## config.mk

```make
export PLATFORM = sky130hd
export DESIGN_NAME = cache_ctrl_fsm
export DESIGN_NICKNAME = d
export VERILOG_FILES = /design/src/rtl/cache_ctrl_fsm.sv
export SDC_FILE = /design/constraint.sdc
export NUM_CORES = 1
export LEC_CHECK = 0
export CORE_AREA = 2 2 155 157
export DETAILED_ROUTE_END_ITERATION = 7
export DIE_AREA = 0 0 157 159
export GPL_ROUTABILITY_DRIVEN = 0
export PLACE_DENSITY = 0.67
export SYNTH_ARGS = -nofsm -noshare
export SYNTH_HDL_FRONTEND = slang
export SYNTH_SLANG_ARGS = --single-unit
```

## constraint.sdc

```tcl
create_clock -name clk -period 2.74 [get_ports clk]
set_clock_uncertainty 0.1 [all_clocks]
set_input_delay 0.548 -clock clk [delete_from_list [all_inputs] [get_ports clk]]
set_output_delay 0.548 -clock clk [all_outputs]
set_load 0.01 [all_outputs]
```

## src/rtl/cache_ctrl_fsm.sv

```systemverilog
// Command sequencer between the OBI register fields and the key/value store.
// Define CACHE_CTRL_TIMEOUT_EN to abort commands stuck in ISSUE/WAIT after TimeoutCycles.
module cache_ctrl_fsm #(
  parameter int unsigned KeyWidth  = 64,
  parameter int unsigned DataWidth = 64
`ifdef CACHE_CTRL_TIMEOUT_EN
  ,
  parameter int unsigned TimeoutCycles = 256
`endif
) (
  input  logic                 clk,
  input  logic                 rst_n,
  input  logic [2:0]           op_i,
  input  logic [KeyWidth-1:0]  key_i,
  input  logic [DataWidth-1:0] dat_i,
  output logic [DataWidth-1:0] dat_o,
  output logic                 data_valid_o,
  output logic                 busy_o,
  output logic                 busy_valid_o,
  output logic                 hit_o,
  output logic                 hit_valid_o,
  output logic [2:0]           op_o,
  output logic                 op_valid_o,
  output logic                 mem_req_o,
  input  logic                 mem_gnt_i,
  output logic [1:0]           mem_op_o,
  output logic [KeyWidth-1:0]  mem_key_o,
  output logic [DataWidth-1:0] mem_wdata_o,
  input  logic                 mem_rvalid_i,
  input  logic                 mem_hit_i,
  input  logic [DataWidth-1:0] mem_rdata_i
);

  typedef enum logic [2:0] {S_IDLE, S_START, S_ISSUE, S_WAIT, S_DONE} state_e;
  typedef enum logic [2:0] {OP_NOP = 3'd0, OP_GET = 3'd1, OP_PUT = 3'd2, OP_DEL = 3'd3} op_e;

  state_e               state_q;
  logic [2:0]           op_q;
  logic [KeyWidth-1:0]  key_q;
  logic [DataWidth-1:0] dat_q;
  logic [DataWidth-1:0] rdata_q;
  logic                 hit_q;
  logic                 busy_q;
  logic                 busy_valid_q;
  logic                 hit_valid_q;
  logic                 op_valid_q;
  logic                 data_valid_q;
  logic                 req_q;
  logic                 timeout;

`ifdef CACHE_CTRL_TIMEOUT_EN
  localparam int unsigned CntW = $clog2(TimeoutCycles + 1);
  logic [CntW-1:0] cnt_q;
  assign timeout = (cnt_q == CntW'(TimeoutCycles - 1));
`else
  assign timeout = 1'b0;
`endif

  always_ff @(posedge clk or negedge rst_n) begin
    if (!rst_n) begin
      state_q      <= S_IDLE;
      op_q         <= '0;
      key_q        <= '0;
      dat_q        <= '0;
      rdata_q      <= '0;
      hit_q        <= 1'b0;
      busy_q       <= 1'b0;
      busy_valid_q <= 1'b0;
      hit_valid_q  <= 1'b0;
      op_valid_q   <= 1'b0;
      data_valid_q <= 1'b0;
      req_q        <= 1'b0;
`ifdef CACHE_CTRL_TIMEOUT_EN
      cnt_q        <= '0;
`endif
    end else begin
      busy_valid_q <= 1'b0;
      hit_valid_q  <= 1'b0;
      op_valid_q   <= 1'b0;
      data_valid_q <= 1'b0;
`ifdef CACHE_CTRL_TIMEOUT_EN
      if (state_q == S_START) cnt_q <= '0;
      else if (state_q == S_ISSUE || state_q == S_WAIT) cnt_q <= cnt_q + 1'b1;
`endif
      // Strobes are set on the transition so they are live exactly during DONE/START.
      case (state_q)
        S_IDLE: begin
          if (op_i != OP_NOP) begin
            op_q  <= op_i;
            hit_q <= 1'b0;
            if (op_i[2]) begin
              state_q      <= S_DONE;
              busy_q       <= 1'b0;
              busy_valid_q <= 1'b1;
              hit_valid_q  <= 1'b1;
              op_valid_q   <= 1'b1;
            end else begin
              key_q        <= key_i;
              dat_q        <= dat_i;
              state_q      <= S_START;
              busy_q       <= 1'b1;
              busy_valid_q <= 1'b1;
            end
          end
        end
        S_START: begin
          state_q <= S_ISSUE;
          req_q   <= 1'b1;
        end
        S_ISSUE: begin
          if (timeout) begin
            state_q      <= S_DONE;
            req_q        <= 1'b0;
            hit_q        <= 1'b0;
            busy_q       <= 1'b0;
            busy_valid_q <= 1'b1;
            hit_valid_q  <= 1'b1;
            op_valid_q   <= 1'b1;
          end else if (mem_gnt_i) begin
            state_q <= S_WAIT;
            req_q   <= 1'b0;
          end
        end
        S_WAIT: begin
          if (mem_rvalid_i) begin
            state_q      <= S_DONE;
            hit_q        <= mem_hit_i;
            rdata_q      <= mem_rdata_i;
            data_valid_q <= (op_q == OP_GET) && mem_hit_i;
            busy_q       <= 1'b0;
            busy_valid_q <= 1'b1;
            hit_valid_q  <= 1'b1;
            op_valid_q   <= 1'b1;
          end else if (timeout) begin
            state_q      <= S_DONE;
            hit_q        <= 1'b0;
            busy_q       <= 1'b0;
            busy_valid_q <= 1'b1;
            hit_valid_q  <= 1'b1;
            op_valid_q   <= 1'b1;
          end
        end
        S_DONE:  state_q <= S_IDLE;
        default: state_q <= S_IDLE;
      endcase
    end
  end

  assign dat_o        = rdata_q;
  assign data_valid_o = data_valid_q;
  assign busy_o       = busy_q;
  assign busy_valid_o = busy_valid_q;
  assign hit_o        = hit_q;
  assign hit_valid_o  = hit_valid_q;
  assign op_o         = '0;
  assign op_valid_o   = op_valid_q;
  assign mem_req_o    = req_q;
  assign mem_op_o     = op_q[1:0];
  assign mem_key_o    = key_q;
  assign mem_wdata_o  = dat_q;

endmodule
```

After elaboration in Yosys (flattened, before gate mapping) --
Index checks and enable logic that the tools add are counted. W data, S select, Z words.
Word-level totals: register bits 204, input port bits 200, output and inout port bits 204
Cells by class: equality and inequality tests 7, mux-type cells 22, bitwise operators 1, reduce and logical (&&, ||, !) cells 11
Operators by type and width (number):
- $mux W1 | 12
- $mux W3 | 4
- $pmux W3 S4 | 1
- $pmux W1 S2 | 5
- $reduce_and A3 Y1 | 3
- $eq A3 B1 Y1 const B | 2
- $eq A3 B2 Y1 const B | 2
- $ne A2 B2 Y1 const B | 3
- $reduce_and A2 Y1 | 3
- $reduce_bool A2 Y1 | 2
- $logic_not A3 Y1 | 1
- $reduce_bool A3 Y1 | 1
- $logic_and A1 B1 Y1 | 1
- $not A1 Y1 | 1

Logic depth before layout (Yosys ltp) --
Gate-level depths: netlist of run 1.
depth after elaboration 4, gate-level depth with buffers 6, gate-level depth less buffers 3

Least setup slack after synthesis of run 1 --
No wires, ideal clock.
path type register to register, start point register state_q[0], end point register key_q[0], in the netlist mem_key_o[0], library setup time 127 ps, arrival time 1671 ps, required time 2513 ps, path slack 841 ps, cell stages (with the launch flop) 7, clock period less this slack 1899 ps, cell sequence dfrtp_1 -> buf_2 -> nor3_4 -> nor3b_2 -> buf_4 -> buf_6 -> mux2_1
On the way: cells in the longest elaborated chain, start to end 2
RTL lines:
- start: declaration | RTL line 37 | state_e state_q;
- start signal: assignment | RTL line 61 | state_q <= S_IDLE;
- start signal: assignment | RTL line 92 | state_q <= S_DONE;
- start signal: assignment | RTL line 100 | state_q <= S_START;
- $logic_not A3 Y1 | RTL line 86 | case (state_q)
- $reduce_and A3 Y1 (no source line)
- end signal: assignment | RTL line 98 | key_q <= key_i;
- end: declaration | RTL line 39 | logic [KeyWidth-1:0] key_q;
No other way between the ends. A chain may end at the register's enable or synchronous reset.

Worst setup path in the final report of run 1 --
start point register state_q[0], end point register dat_q[10], in the netlist mem_wdata_o[10]
On the way: cells in the longest elaborated chain, start to end 2
RTL lines:
- $logic_not A3 Y1 | RTL line 86
- $reduce_and A3 Y1 (no source line)
- end signal: assignment | RTL line 99 | dat_q <= dat_i;
- end: declaration | RTL line 40 | logic [DataWidth-1:0] dat_q;
No other way between the ends.

==> impl_metrics.yaml, run 1 <==
yosys:
  synth_cell_types: 24
  synth.yosys.seq_area_share_pct: 66.51
  yosys_warnings: 0
  ys_seq_elements: 204
  synth_area_um2: 7675
  avgSynthCellArea_um2: 16.83
  netlist_instances: 456
grt:
  grt_pass1_vias: 5694
  grt_max_degree: 69
  grt_pass1_wl_um: 32550
  grt-ovfl-total: 0
  antenna_found_initial: 0
  grtUsageTotal_pct: 16.72
clock_tree:
  cts_tree: "built"
  path_clk_slew_ns: 0.06
  cts_buffers: 24
  htreeDepth: 1
  post-cts-setup-buffers: 0
  cts.path.max_buffers: 3
  clkLatencyLatePin_ns: 0.50
  cts-root-buf: "clkbuf_16"
  cts.sinks: 204
sta:
  hold_ws_ns: 0.3825
  finalCriticalPeriod_ns: 2.203
  period_share_pct: 80.38
  setup-violations-final: 0
  maxSlewHeadroom_pct: 53.41
  worst_slew_pin_slew_ns: 0.6929
  final-max-slew-violation-count: 0
  finalSetupTns_ns: 0
  hold_viol: 0
  clock.fmax_mhz: 454.0
  rsz0062_at_grt: "no"
detailed_routing:
  drtPass1Iterations: 4
  vias_per_cell: 4.444
  drt-wirelength-per-cell_um: 17.70
  vias: 5364
  route.detailed.drc: 0
  drt_iter0_drc: 145
  drt-total-wl_um: 21360
  antenna_left: 0
flow_run:
  maxCapViolCount: 0
finish:
  drive_gt1_share_pct: 18.47
  mostFrequentLayoutCells: "clkdlybuf4s50_1 (399), dfrtp_1 (204), mux2_2 (105)"
  diodes: 0
  final_util_pct: 55.72
  area_growth_pct: 68.39
  n_fill_cell: 1908
  layout_commonest_cell: "clkdlybuf4s50_1"
  multiInputGateArea_um2: 2357
  design_area_um2: 12920
  regArea_um2: 5105
  nets: 1071
pwr:
  p_leak_nw: 5.413
  intPower_mw: 10.56
  power_density_nw_per_um2: 1155
  clockPowerShare_pct: 21.2
  power.net_switching_mw: 4.364
  seq_power_share_pct: 35.6
  p_sw_share_pct: 29.23
  combPwrFrac_pct: 43.2
  max-vdd-ir-drop_mv: 0.6997
placement:
  hpwlAfterDp_um: 16030
  placed_cell_area_um2: 12120
  port_buffers: 400
critical_path:
  crit_path_top_delay_cell: "dfrtp_1"
  cp_common_cell: "buf_12"
  slowest_delay_ns: 0.46
  cp_cell_sequence: "nor3_4 > nor3b_4 > buf_12 > buf_12 > mux2_1"
  reg2reg_from: "state_q[0]"
  critPathLaunch: "state_q[0]"
  start_kind: "flip-flop"
  crit_type: "flip-flop to flip-flop"
  timing.critical_path.fanout_max: 20
  cp-end-kind: "flip-flop"
  crit_required_ns: 3.02
  crit_arrival_ns: 2.48
floorplanning:
  start_util_pct: 33.09
  core-area_um2: 23190
  die_h_um: 159
  dieArea_um2: 24960
  rows: 56
  die_w_um: 157
  io_pins: 404
worst_hold_path:
  hp-class: "flip-flop to flip-flop"
  min_from: "mem_key_o[1]"
run_status:
  status: "finished clean"
## power groups by stage
stage,Combinational (mW),Clock (mW),Sequential (mW)
5_1_grt,6.86,3.40,5.52
2_1_floorplan,1.92,0,5.99
4_1_cts,6.58,3.27,5.34
3_3_place_gp,6.49,0,5.31
6_report,6.45,3.16,5.32
3_5_place_dp,6.55,0,5.38
## routing by layer
metal / up-vias / global-route usage [%] / wire length [µm]
met1: 2656 / 18.49 / 7702
li1: 2433 / - / -
met4: 0 / 4.837 / 609
met2: 238 / 30.02 / 11030
met3: 37 / 5.906 / 2022
met5: - / 0 / 0
## path summary, 6_finish.rpt
kind / endpoint / slack (ns) / cells past startpoint
min reg2reg: mem_key_o[1] / 0.38 / 1
max in group asynchronous: mem_wdata_o[15] / 1.32 / 3
max reg2reg: mem_wdata_o[10] / 0.54 / 5
min: mem_key_o[1] / 0.38 / 1
max: mem_wdata_o[10] / 0.54 / 5
min in group asynchronous: mem_wdata_o[57] / 0.50 / 2
## cells in the mapped netlist
cell        n  area share (%)
dfrtp_1   204              67
mux2_1     87              13
o21ai_0     1           0.065
nor3b_2     1            0.16
a22o_1      2            0.23
nand4b_1    1            0.11
inv_1       3            0.15
clkbuf_1    3            0.15
buf_6       9             1.3
buf_2      10            0.65
nor3_4      1            0.21
buf_4       7            0.68
nand3b_1    1           0.098
conb_1      1           0.049
o31ai_1     1           0.098
a31oi_1     1           0.082
mux2_2    105              15
nand2_1     4            0.20
a21oi_1     2            0.13
nand2b_1    1           0.082
nor2_1      6            0.29
nor4_1      1           0.082
mux2i_1     1            0.13
a31o_2      3            0.34
## area by class of cell
type	count	area share (%)
repair buffers	416	32.93
clock buffers	37	5.731
multi-input cells	222	18.24
inverters	3	0.08713
clock inverters	6	0.4260
flip-flops and latches	204	39.50
well taps	319	3.088
## cells by family (layout without fill, tap and decap cells)
logic type,after synthesis,in the layout,synth area share (%)
flip-flops,204,204,66.51
AND/OR/NAND/NOR,16,16,1.239
AO/OA/AOI/OAI,10,10,0.9457
multiplexers,193,193,28.30
other,1,3,0.04886
buffers and inverters,32,462,2.951
## registers in the layout, summed over array words and instances (netlist names)
| signal | flops |
|---|---|
| mem_req_o | 1 |
| op_valid_o | 1 |
| busy_valid_o | 1 |
| mem_wdata_o | 64 |
| state_q | 3 |
| mem_key_o | 64 |
| op_q | 3 |
| dat_o | 64 |
| hit_o | 1 |
| busy_o | 1 |
| data_valid_o | 1 |
## critical path: cells and delay by family, from the launching register on
kind,cells,cell delay (ns)
and+or+nand+nor,2,0.80
DFF,1,0.46
buffers and inverters,2,0.38
muxes,1,0.33
## stage by stage
step                      setup slack, ns  power [mW]  instances
after floorplan                    0.8415       7.911        458
after global placement             0.3198       11.81       1163
after detailed placement           0.2532       11.93       1163
after CTS                          0.4989       15.20       1207
after global routing               0.4195       15.77       1207
final                              0.5375       14.93       1207
## timing repair
action,CTS,global route
gates resized for setup,0,0
endpoints found under the hold margin,63,0
hold buffers,1,0
Note: power is estimated with default switching activity, not from simulation.
==> run 2, diff against run 1 <==
- clock period: 2.74 -> 2.3 ns (I/O delays scaled with it)
==> run 2 against run 1 <==
Compared with the run above: register-to-register slack got worse by 0.18 ns; clock-buffer cell count decreased by 3; critical path depth decreased by 4; combinational power increased by 20%; final area increased by 0.26%; sequential power increased by 19%; die area unchanged; critical path type is now flip-flop to output pin; highest routed layer unchanged.
==> impl_metrics.yaml, run 2 (same netlist as run 1, synthesis figures left out) <==
run_status:
  status: "finished clean"
critical_path:
  cp-end-kind: "output pin"
  crit_path_top_delay_cell: "clkdlybuf4s50_1"
  crit_buf_inv: 1
  slowest_delay_ns: 0.58
  start_kind: "flip-flop"
  timing.rr.end: "mem_key_o[57]"
  rrSetupSlack_ns: 0.36
  ff2ff_path_depth: 5
  reg2reg_from: "state_q[0]"
  crit_required_ns: 1.74
  cp_cell_sequence: "clkdlybuf4s50_1"
  crit_arrival_ns: 1.46
  timing.critical_path.fanout_max: 3
  crit_family: "buffers and inverters"
  crit_type: "flip-flop to output pin"
floorplanning:
  die_w_um: 157
  core-area_um2: 23190
  dieArea_um2: 24960
  start_util_pct: 33.09
  rows: 56
  die_h_um: 159
  io_pins: 404
placement:
  placed_cells: 1166
  hpwlAfterDp_um: 15940
  port_buffers: 400
  place_ws_ns: 0.05693
clock_tree:
  clkLatencyLatePin_ns: 0.50
  post-cts-setup-buffers: 0
  cts_buffers: 23
  cts.path.max_buffers: 3
  ctsResizeCount: 0
  cts_hold_buf: 1
  cts_tree: "built"
  htreeDepth: 1
  path_clk_slew_ns: 0.06
  cts-root-buf: "clkbuf_16"
  cts.sinks: 204
sta:
  rsz0062_at_grt: "no"
  hold_viol: 0
  finalSetupTns_ns: 0
  finalCriticalPeriod_ns: 2.024
  hold_ws_ns: 0.3813
  clock.fmax_mhz: 494.1
  final-max-slew-violation-count: 0
  period_share_pct: 87.99
  setup-violations-final: 0
  setup_ws_ns: 0.2763
finish:
  n_fill_cell: 1930
  final_util_pct: 55.87
  area_growth_pct: 68.83
  drive_gt1_share_pct: 18.26
  diodes: 0
  mostFrequentLayoutCells: "clkdlybuf4s50_1 (399), dfrtp_1 (204), mux2_2 (105)"
  layout_commonest_cell: "clkdlybuf4s50_1"
  nets: 1073
  stdcell_count: 1206
detailed_routing:
  route.detailed.drc: 0
  drtPass1Iterations: 4
  drt-total-wl_um: 20930
  antenna_left: 0
  vias_per_cell: 4.403
  drt-wirelength-per-cell_um: 17.36
  drt_iter0_drc: 131
  vias: 5310
flow_run:
  maxCapViolCount: 0
grt:
  grtUsageTotal_pct: 16.45
  grt-ovfl-total: 0
  grt_max_degree: 49
  grt_pass1_wl_um: 32280
  antenna_found_initial: 0
  grt_pass1_vias: 5754
pwr:
  max-vdd-ir-drop_mv: 0.7802
  intPower_mw: 12.65
  combPwrFrac_pct: 43.5
  seq_power_share_pct: 35.6
  p_sw_share_pct: 28.93
  power_density_nw_per_um2: 1374
  p_leak_nw: 5.416
  clockPowerShare_pct: 20.9
  power.net_switching_mw: 5.149
worst_hold_path:
  holdPathStages: 1
  min_from: "mem_wdata_o[31]"
  min_to: "mem_wdata_o[31]"
  hp-class: "flip-flop to flip-flop"
## run 2: cell count changes in the layout (fill, tap and decap cells not counted), sizes merged
cell      change
buf           +3
clkinv        -4
clkinvlp      +1
bufinv        +2
clkbuf        -3
## run 2: power by group through the flow
stage / Combinational [mW] / Sequential [mW] / Clock, mW
6_report: 7.74 / 6.33 / 3.72
5_1_grt: 8.25 / 6.58 / 3.98
4_1_cts: 7.89 / 6.36 / 3.84
3_5_place_dp: 7.85 / 6.40 / 0
3_3_place_gp: 7.77 / 6.33 / 0
2_1_floorplan: 2.29 / 7.14 / 0
## run 2: worst max-delay path by stage
| stage | from | endpoint | slack [ns] | cells after the start |
|---|---|---|---|---|
| 6_report | mem_req_o | mem_req_o | 0.28 | 1 |
| 5_1_grt | mem_req_o | mem_req_o | 0.22 | 1 |
| 4_1_cts | mem_req_o | mem_req_o | 0.24 | 1 |
| 3_5_place_dp | op_i[1] | mem_wdata_o[17] | 0.06 | 6 |
| 3_3_place_gp | op_i[1] | mem_key_o[57] | 0.08 | 6 |
| 2_1_floorplan | state_q[0] | mem_key_o[0] | 0.40 | 6 |
## run 2: metrics by stage
step	total power, mW	area (µm²)
finish	17.80	12960
global route	18.81	12960
CTS	18.10	12960
detailed placement	14.26	12180
global placement	14.10	12180
floorplan	9.424	7682
## run 2: cell type report
type	instances	area, µm²	share of cell area [%]
sequential	204	5105	39.40
tap	319	399.1	3.080
clock inverter	5	102.6	0.7918
timing repair buffer	419	4315	33.30
inverter	3	11.26	0.08691
clock buffer	34	666.9	5.147
multi-input combinational	222	2357	18.19
## run 2: metal layers
metal  wire length, µm  share of wire [%]  up-vias  GRT usage, %
met5                 0                  0        -             0
met4               507                2.4        0         4.837
met3              1913                9.1       33         5.335
met2             10800                 52      235         29.86
met1              7706                 37     2623         18.16
li1                  -                  -     2419             -
